**src/rtl/io_input_debounce_ctrl_pkg.sv**
```systemverilog
// Shared constants for the input-port path: read-decode codes on addr[7:2] and data width.
package io_input_pkg;
  localparam int unsigned IO_W = 32;

  localparam logic [5:0] IO_IN0_SEL  = 6'b110000;
  localparam logic [5:0] IO_IN1_SEL  = 6'b110001;
  localparam logic [5:0] IO_STAT_SEL = 6'b110010;
endpackage

```
**src/rtl/io_input_debounce_ctrl_if.sv**
```systemverilog
// CPU read port plus the raw board inputs feeding the debounce controller.
interface io_input_debounce_ctrl_if;
  import io_input_pkg::*;

  logic [IO_W-1:0] in_port0;
  logic [IO_W-1:0] in_port1;
  logic [31:0]     addr;
  logic            rd_en;
  logic [IO_W-1:0] io_read_data;
  logic [1:0]      change;
  logic            irq;

  modport master (
    output in_port0, in_port1, addr, rd_en,
    input  io_read_data, change, irq
  );

  modport slave (
    input  in_port0, in_port1, addr, rd_en,
    output io_read_data, change, irq
  );
endinterface

```
**src/rtl/io_input_debounce.sv**
```systemverilog
// One input port: 2-flop synchroniser, candidate/counter qualifier and stable register.
module io_input_debounce
  import io_input_pkg::*;
#(
  parameter int unsigned DEBOUNCE_CYCLES = 16
) (
  input  logic            io_clk,
  input  logic            reset,
  input  logic [IO_W-1:0] raw_i,
  output logic [IO_W-1:0] stable_o,
  output logic            accept_o
);
  localparam int unsigned    CW      = $clog2(DEBOUNCE_CYCLES);
  localparam logic [CW-1:0]  CNT_MAX = CW'(DEBOUNCE_CYCLES - 1);

  logic [IO_W-1:0] sync1_q, sync1_d;
  logic [IO_W-1:0] sync2_q, sync2_d;
  logic [IO_W-1:0] cand_q,  cand_d;
  logic [IO_W-1:0] stable_q, stable_d;
  logic [CW-1:0]   cnt_q,   cnt_d;

  always_comb begin
    sync1_d  = raw_i;
    sync2_d  = sync1_q;
    cand_d   = cand_q;
    cnt_d    = cnt_q;
    stable_d = stable_q;
    accept_o = 1'b0;
    // Counter saturates at CNT_MAX; acceptance only once the candidate has held that long.
    if (sync2_q != cand_q) begin
      cand_d = sync2_q;
      cnt_d  = '0;
    end else if (cnt_q != CNT_MAX) begin
      cnt_d = cnt_q + 1'b1;
    end else if (cand_q != stable_q) begin
      stable_d = cand_q;
      accept_o = 1'b1;
    end
  end

  always_ff @(posedge io_clk) begin
    if (reset) begin
      sync1_q  <= '0;
      sync2_q  <= '0;
      cand_q   <= '0;
      stable_q <= '0;
      cnt_q    <= '0;
    end else begin
      sync1_q  <= sync1_d;
      sync2_q  <= sync2_d;
      cand_q   <= cand_d;
      stable_q <= stable_d;
      cnt_q    <= cnt_d;
    end
  end

  assign stable_o = stable_q;
endmodule

```
**src/rtl/io_input_debounce_ctrl.sv**
```systemverilog
// Input-port controller: two debounced ports, read-to-clear change status, irq and read decode.
module io_input_debounce_ctrl
  import io_input_pkg::*;
#(
  parameter int unsigned DEBOUNCE_CYCLES = 16
) (
  input  logic                     io_clk,
  input  logic                     reset,
  io_input_debounce_ctrl_if.slave  bus
);
  logic [IO_W-1:0] stable0, stable1;
  logic [1:0]      accept;
  logic [1:0]      change_q, change_d;
  logic [5:0]      sel;
  logic            stat_clr;
  logic            addr_unused;

  io_input_debounce #(.DEBOUNCE_CYCLES(DEBOUNCE_CYCLES)) u_port0 (
    .io_clk   (io_clk),
    .reset    (reset),
    .raw_i    (bus.in_port0),
    .stable_o (stable0),
    .accept_o (accept[0])
  );

  io_input_debounce #(.DEBOUNCE_CYCLES(DEBOUNCE_CYCLES)) u_port1 (
    .io_clk   (io_clk),
    .reset    (reset),
    .raw_i    (bus.in_port1),
    .stable_o (stable1),
    .accept_o (accept[1])
  );

  assign sel         = bus.addr[7:2];
  assign addr_unused = ^{bus.addr[31:8], bus.addr[1:0]};
  assign stat_clr    = bus.rd_en && (sel == IO_STAT_SEL);

  // Clear first, then OR in new acceptances so a same-edge set survives the clear.
  always_comb begin
    change_d = stat_clr ? 2'b00 : change_q;
    change_d = change_d | accept;
  end

  always_ff @(posedge io_clk) begin
    if (reset) change_q <= '0;
    else       change_q <= change_d;
  end

  always_comb begin
    bus.io_read_data = '0;
    case (sel)
      IO_IN0_SEL:  bus.io_read_data = stable0;
      IO_IN1_SEL:  bus.io_read_data = stable1;
      IO_STAT_SEL: bus.io_read_data = {{(IO_W-2){1'b0}}, change_q};
      default:     bus.io_read_data = '0;
    endcase
  end

  assign bus.change = change_q;
  assign bus.irq    = change_q[0] | change_q[1];
endmodule

```
**src/flat_wrapper.sv**
```systemverilog
// flat-port wrapper written by rule: the top's interface ports become plain ports
module io_input_debounce_ctrl_flat import io_input_pkg::*;
#(
  parameter int unsigned DEBOUNCE_CYCLES = 16
)
  (io_clk, reset, bus_in_port0, bus_in_port1, bus_addr, bus_rd_en, bus_io_read_data, bus_change, bus_irq);
  io_input_debounce_ctrl_if bus_i ();
  input  logic io_clk;
  input  logic reset;
  input wire logic [$bits(bus_i.in_port0)-1:0] bus_in_port0;
  input wire logic [$bits(bus_i.in_port1)-1:0] bus_in_port1;
  input wire logic [$bits(bus_i.addr)-1:0] bus_addr;
  input wire logic [$bits(bus_i.rd_en)-1:0] bus_rd_en;
  output wire logic [$bits(bus_i.io_read_data)-1:0] bus_io_read_data;
  output wire logic [$bits(bus_i.change)-1:0] bus_change;
  output wire logic [$bits(bus_i.irq)-1:0] bus_irq;
  assign bus_i.in_port0 = bus_in_port0;
  assign bus_i.in_port1 = bus_in_port1;
  assign bus_i.addr = bus_addr;
  assign bus_i.rd_en = bus_rd_en;
  assign bus_io_read_data = bus_i.io_read_data;
  assign bus_change = bus_i.change;
  assign bus_irq = bus_i.irq;
  io_input_debounce_ctrl #(.DEBOUNCE_CYCLES(DEBOUNCE_CYCLES)) u_core (.io_clk(io_clk), .reset(reset), .bus(bus_i));
endmodule
```
**config.mk**
```make
export PLATFORM = sky130hd
export DESIGN_NAME = io_input_debounce_ctrl_flat
export DESIGN_NICKNAME = d
export VERILOG_FILES = /design/src/rtl/io_input_debounce_ctrl_pkg.sv /design/src/rtl/io_input_debounce_ctrl_if.sv /design/src/rtl/io_input_debounce.sv /design/src/rtl/io_input_debounce_ctrl.sv /design/src/flat_wrapper.sv
export SDC_FILE = /design/constraint.sdc
export NUM_CORES = 1
export LEC_CHECK = 0
export ABC_CLOCK_PERIOD_IN_PS = 3000
export CAP_MARGIN = 20
export CORE_MARGIN = 1
export CORE_UTILIZATION = 54
export DETAILED_ROUTE_END_ITERATION = 8
export PLACE_DENSITY = 0.79
export SETUP_SLACK_MARGIN = 0.1
export SLEW_MARGIN = 20
export SYNTH_ARGS = -nofsm -noshare
export SYNTH_HDL_FRONTEND = slang
export SYNTH_SLANG_ARGS = --single-unit
export TNS_END_PERCENT = 20
```
**constraint.sdc**
```tcl
create_clock -name io_clk -period 3 [get_ports io_clk]
set_clock_uncertainty 0.05 [all_clocks]
set_input_delay 0.3 -clock io_clk [delete_from_list [all_inputs] [get_ports io_clk]]
set_output_delay 0.3 -clock io_clk [all_outputs]
set_load 0.05 [all_outputs]
```
==> out/metrics.csv <==
metric,value,unit
nets,1078,
postcts setup bufs,0,
vias in the first global route,5865,
worst r2r src,u_core.u_port1.cand_q[10]$_SDFFE_PP0N_,
status,finished clean,
RSZ-0062 raised after global routing,false,
CTS resizes,0,
Yosys Warn Count,0,
Worst Path Required,3.32,ns
Hold Fails Final Rpt,0,
Min-Delay Endpoint,u_core.u_port1.sync1_q[20]$_SDFF_PP0_,
n_diodes,0,
Final Max Tran Viols,0,
Syn Std Cell Area,9630,um2
top-count cell post-synth,dfxtp_1,
cell breakdown of the critical path,"xor2_1, nor4_1, nand4_1, a2111oi_4, buf_12, mux2i_1, nor2_1",
Area growth syn-to-layout,24.6,%
Tightest Pin Transition,0.947,ns
post-layout min period,2.54,ns
P_leak,0.00468,uW
FF-to-FF End,u_core.u_port1.stable_o[21]$_SDFFE_PP0P_,
"CTS clk-pin slew, worst paths",0.06,ns
Worst Hold Class,input pin to register,
PwrDens,595,nW/um2
"EDFF count, synth",0,
Cell variety after synth,23,
critical path capture point type,register,
clock tree buffer depth,3,
Max stage delay on crit path,0.59,ns
"Cell Area, Placed",11200,um2
largest net degree at the start of global routing,137,
row count,48,
first-pass GRT wire length,30200,um
DRC viols,0,
Post-DP HPWL,13100,um
syn_nets,978,
Final Cycle Share,84.6,%
Buffers on Ports,107,
Hold Path Depth,2,
initial antenna violation count,0,
CTS Buf Count,25,
Max VDD drop,0.000414,V
Clk Tree Root Cell,clkbuf_16,
post-DR wirelength/cell,15.2,um
CTS tree,built,
share of cells above drive strength 1,9.64,%
final setup vio count,0,
CORE AREA,17400,um2
Vias,6071,
IO Pins,134,
post-synth top area share,55.3,%
critical path peak fanout,33,
synth cell count leaders,"266 x dfxtp_1, 193 x nor2b_1, 81 x nor2_1",
H-tree depth,1,
startpoint types,register,
clk_lat worst skew,0.52,ns
dominant synthesized flop cell,dfxtp_1,
Tot GR Track Use,21.1,%
Synth area leader,dfxtp_1,
Reg2Reg Setup Slack,0.46,ns
Seq cells post-synth,266,
slowest CP cell,nor4_1,
Post-Route WL,18600,um
Starting Density,55.5,%
Syn Area/Cell,11.0,um2
CTS Hold Bufs,0,
setup TNS,0,ns
Clock Sinks,266,
RD Place Congestion,0.803,
cells on worst reg2reg path,7,
Worst slew margin,36.9,%
register area share after synthesis,55.3,%
Die Ht,136,um
Achievable Freq,394,MHz
Die Span X,136,um
critical setup path kind,register to register,
DRT iter0 DRCs,326,
hold path startpoint,bus_in_port1[20],
Post-Synthesis Cells,877,
max cap viols,0,
drt first pass iters,5,
synth top area cells,"dfxtp_1 55%, nor2b_1 13%, mux2i_1 7.1%",
ys async rst share,0,%
design area,12000,um2
Vias/cell,4.97,
Worst EP arrival,2.86,ns
Routed Antenna Nets,0,
die area,18400,um2
global route total overflow,0,
## worst max-delay path, delay by kind of cell, from the launching register on
family	cells	cell delay (ns)
buffers and inverters	1	0.30
AO/OA/AOI/OAI	1	0.32
multiplexers	1	0.23
AND/OR/NAND/NOR	3	0.94
XOR/XNOR	1	0.18
flip-flops	1	0.36
## flip-flops by register name, summed over array words and instances, names as in the netlist
signal / count
u_core.bus.change: 2
u_core.u_port0.cand_q: 32
u_core.u_port0.sync1_q: 32
u_core.u_port0.cnt_q: 4
u_core.u_port1.cnt_q: 4
u_core.u_port1.cand_q: 32
u_core.u_port1.sync1_q: 32
u_core.u_port0.sync2_q: 32
u_core.u_port1.stable_o: 32
u_core.u_port0.stable_o: 32
u_core.u_port1.sync2_q: 32
## power breakdown
part / total (uW) / switching (uW) / internal, uW / leakage [uW]
registers: 3700 / 62.5 / 3640 / 0.00218
logic: 359 / 155 / 204 / 0.00209
clock network: 3080 / 1270 / 1810 / 0.000410
## cell type report
type | count | area [um2]
Clock inverter | 13 | 121
Multi-Input combinational cell | 570 | 4120
Sequential cell | 266 | 5330
Tap cell | 225 | 282
Timing Repair Buffer | 114 | 1460
Fill cell | 1277 | 5350
Clock buffer | 33 | 696
## layout by cell type (no fill, tap or decap), types with 3 or more instances in the layout
master           netlist  routed
dfxtp_1              266     266
nor2b_1              193     193
nor2_1                81      81
clkdlybuf4s50_1        0      76
mux2i_1               68      68
xnor2_1               66      66
xor2_1                64      64
buf_12                 0      33
a22o_1                30      30
clkbuf_16              0      25
nand4_1               20      20
nor4_1                12      12
clkinv_2               0       9
nor4_2                 8       8
nand3_1                5       5
a21oi_1                4       4
clkbuf_8               0       4
clkbuf_1              35       4
buf_4                  0       4
nand2_1                3       3
## kinds of logic (layout without fill, tap and decap cells)
group / after synthesis / after routing / synth area share, %
adders and majority gates: 2 / 2 / 0.260
xor gates and xnor gates: 130 / 130 / 11.8
buffers and inverters: 41 / 160 / 2.07
DFF: 266 / 266 / 55.3
and+or+nand+nor: 330 / 330 / 19.7
muxes: 68 / 68 / 7.07
AOI/OAI and AO/OA: 40 / 40 / 3.79
## per-layer routing
layer,GRT usage (%),wire length (um),up-vias
met1,30.2,8650,2816
met4,6.62,385,0
met2,32.9,8380,151
li1,-,-,3073
met5,0,0,-
met3,2.81,1200,31
## worst max-delay path by stage
| stage | start | end | slack [ns] | cells after the start |
|---|---|---|---|---|
| 4_1_cts | bus_addr[2] | bus_io_read_data[0] | 0.52 | 6 |
| 3_5_place_dp | bus_addr[2] | bus_io_read_data[0] | 0.53 | 6 |
| 6_report | u_core.u_port1.cand_q[10]$_SDFFE_PP0N_ | u_core.u_port1.stable_o[21]$_SDFFE_PP0P_ | 0.46 | 7 |
| 2_1_floorplan | u_core.u_port0.cand_q[24]$_SDFFE_PP0P_ | u_core.u_port0.stable_o[10]$_SDFFE_PP0P_ | 0.94 | 7 |
| 5_1_grt | u_core.u_port1.cand_q[10]$_SDFFE_PP0N_ | u_core.u_port1.stable_o[21]$_SDFFE_PP0P_ | 0.34 | 7 |
| 3_3_place_gp | bus_addr[2] | bus_io_read_data[0] | 0.54 | 6 |
## stage by stage
step,util [%],setup slack [ns],hold WS (ns),total power [uW],std cells
global placement,64.5,0.540,0.368,4130,1175
CTS,69.2,0.524,0.269,7200,1221
finish,69.2,0.462,0.280,7140,1221
floorplan,-,0.938,0.364,3970,877
global route,69.2,0.345,0.284,7390,1221
detailed placement,64.5,0.533,0.371,4140,1175
No activity file was read; power rests on OpenSTA's default activity.
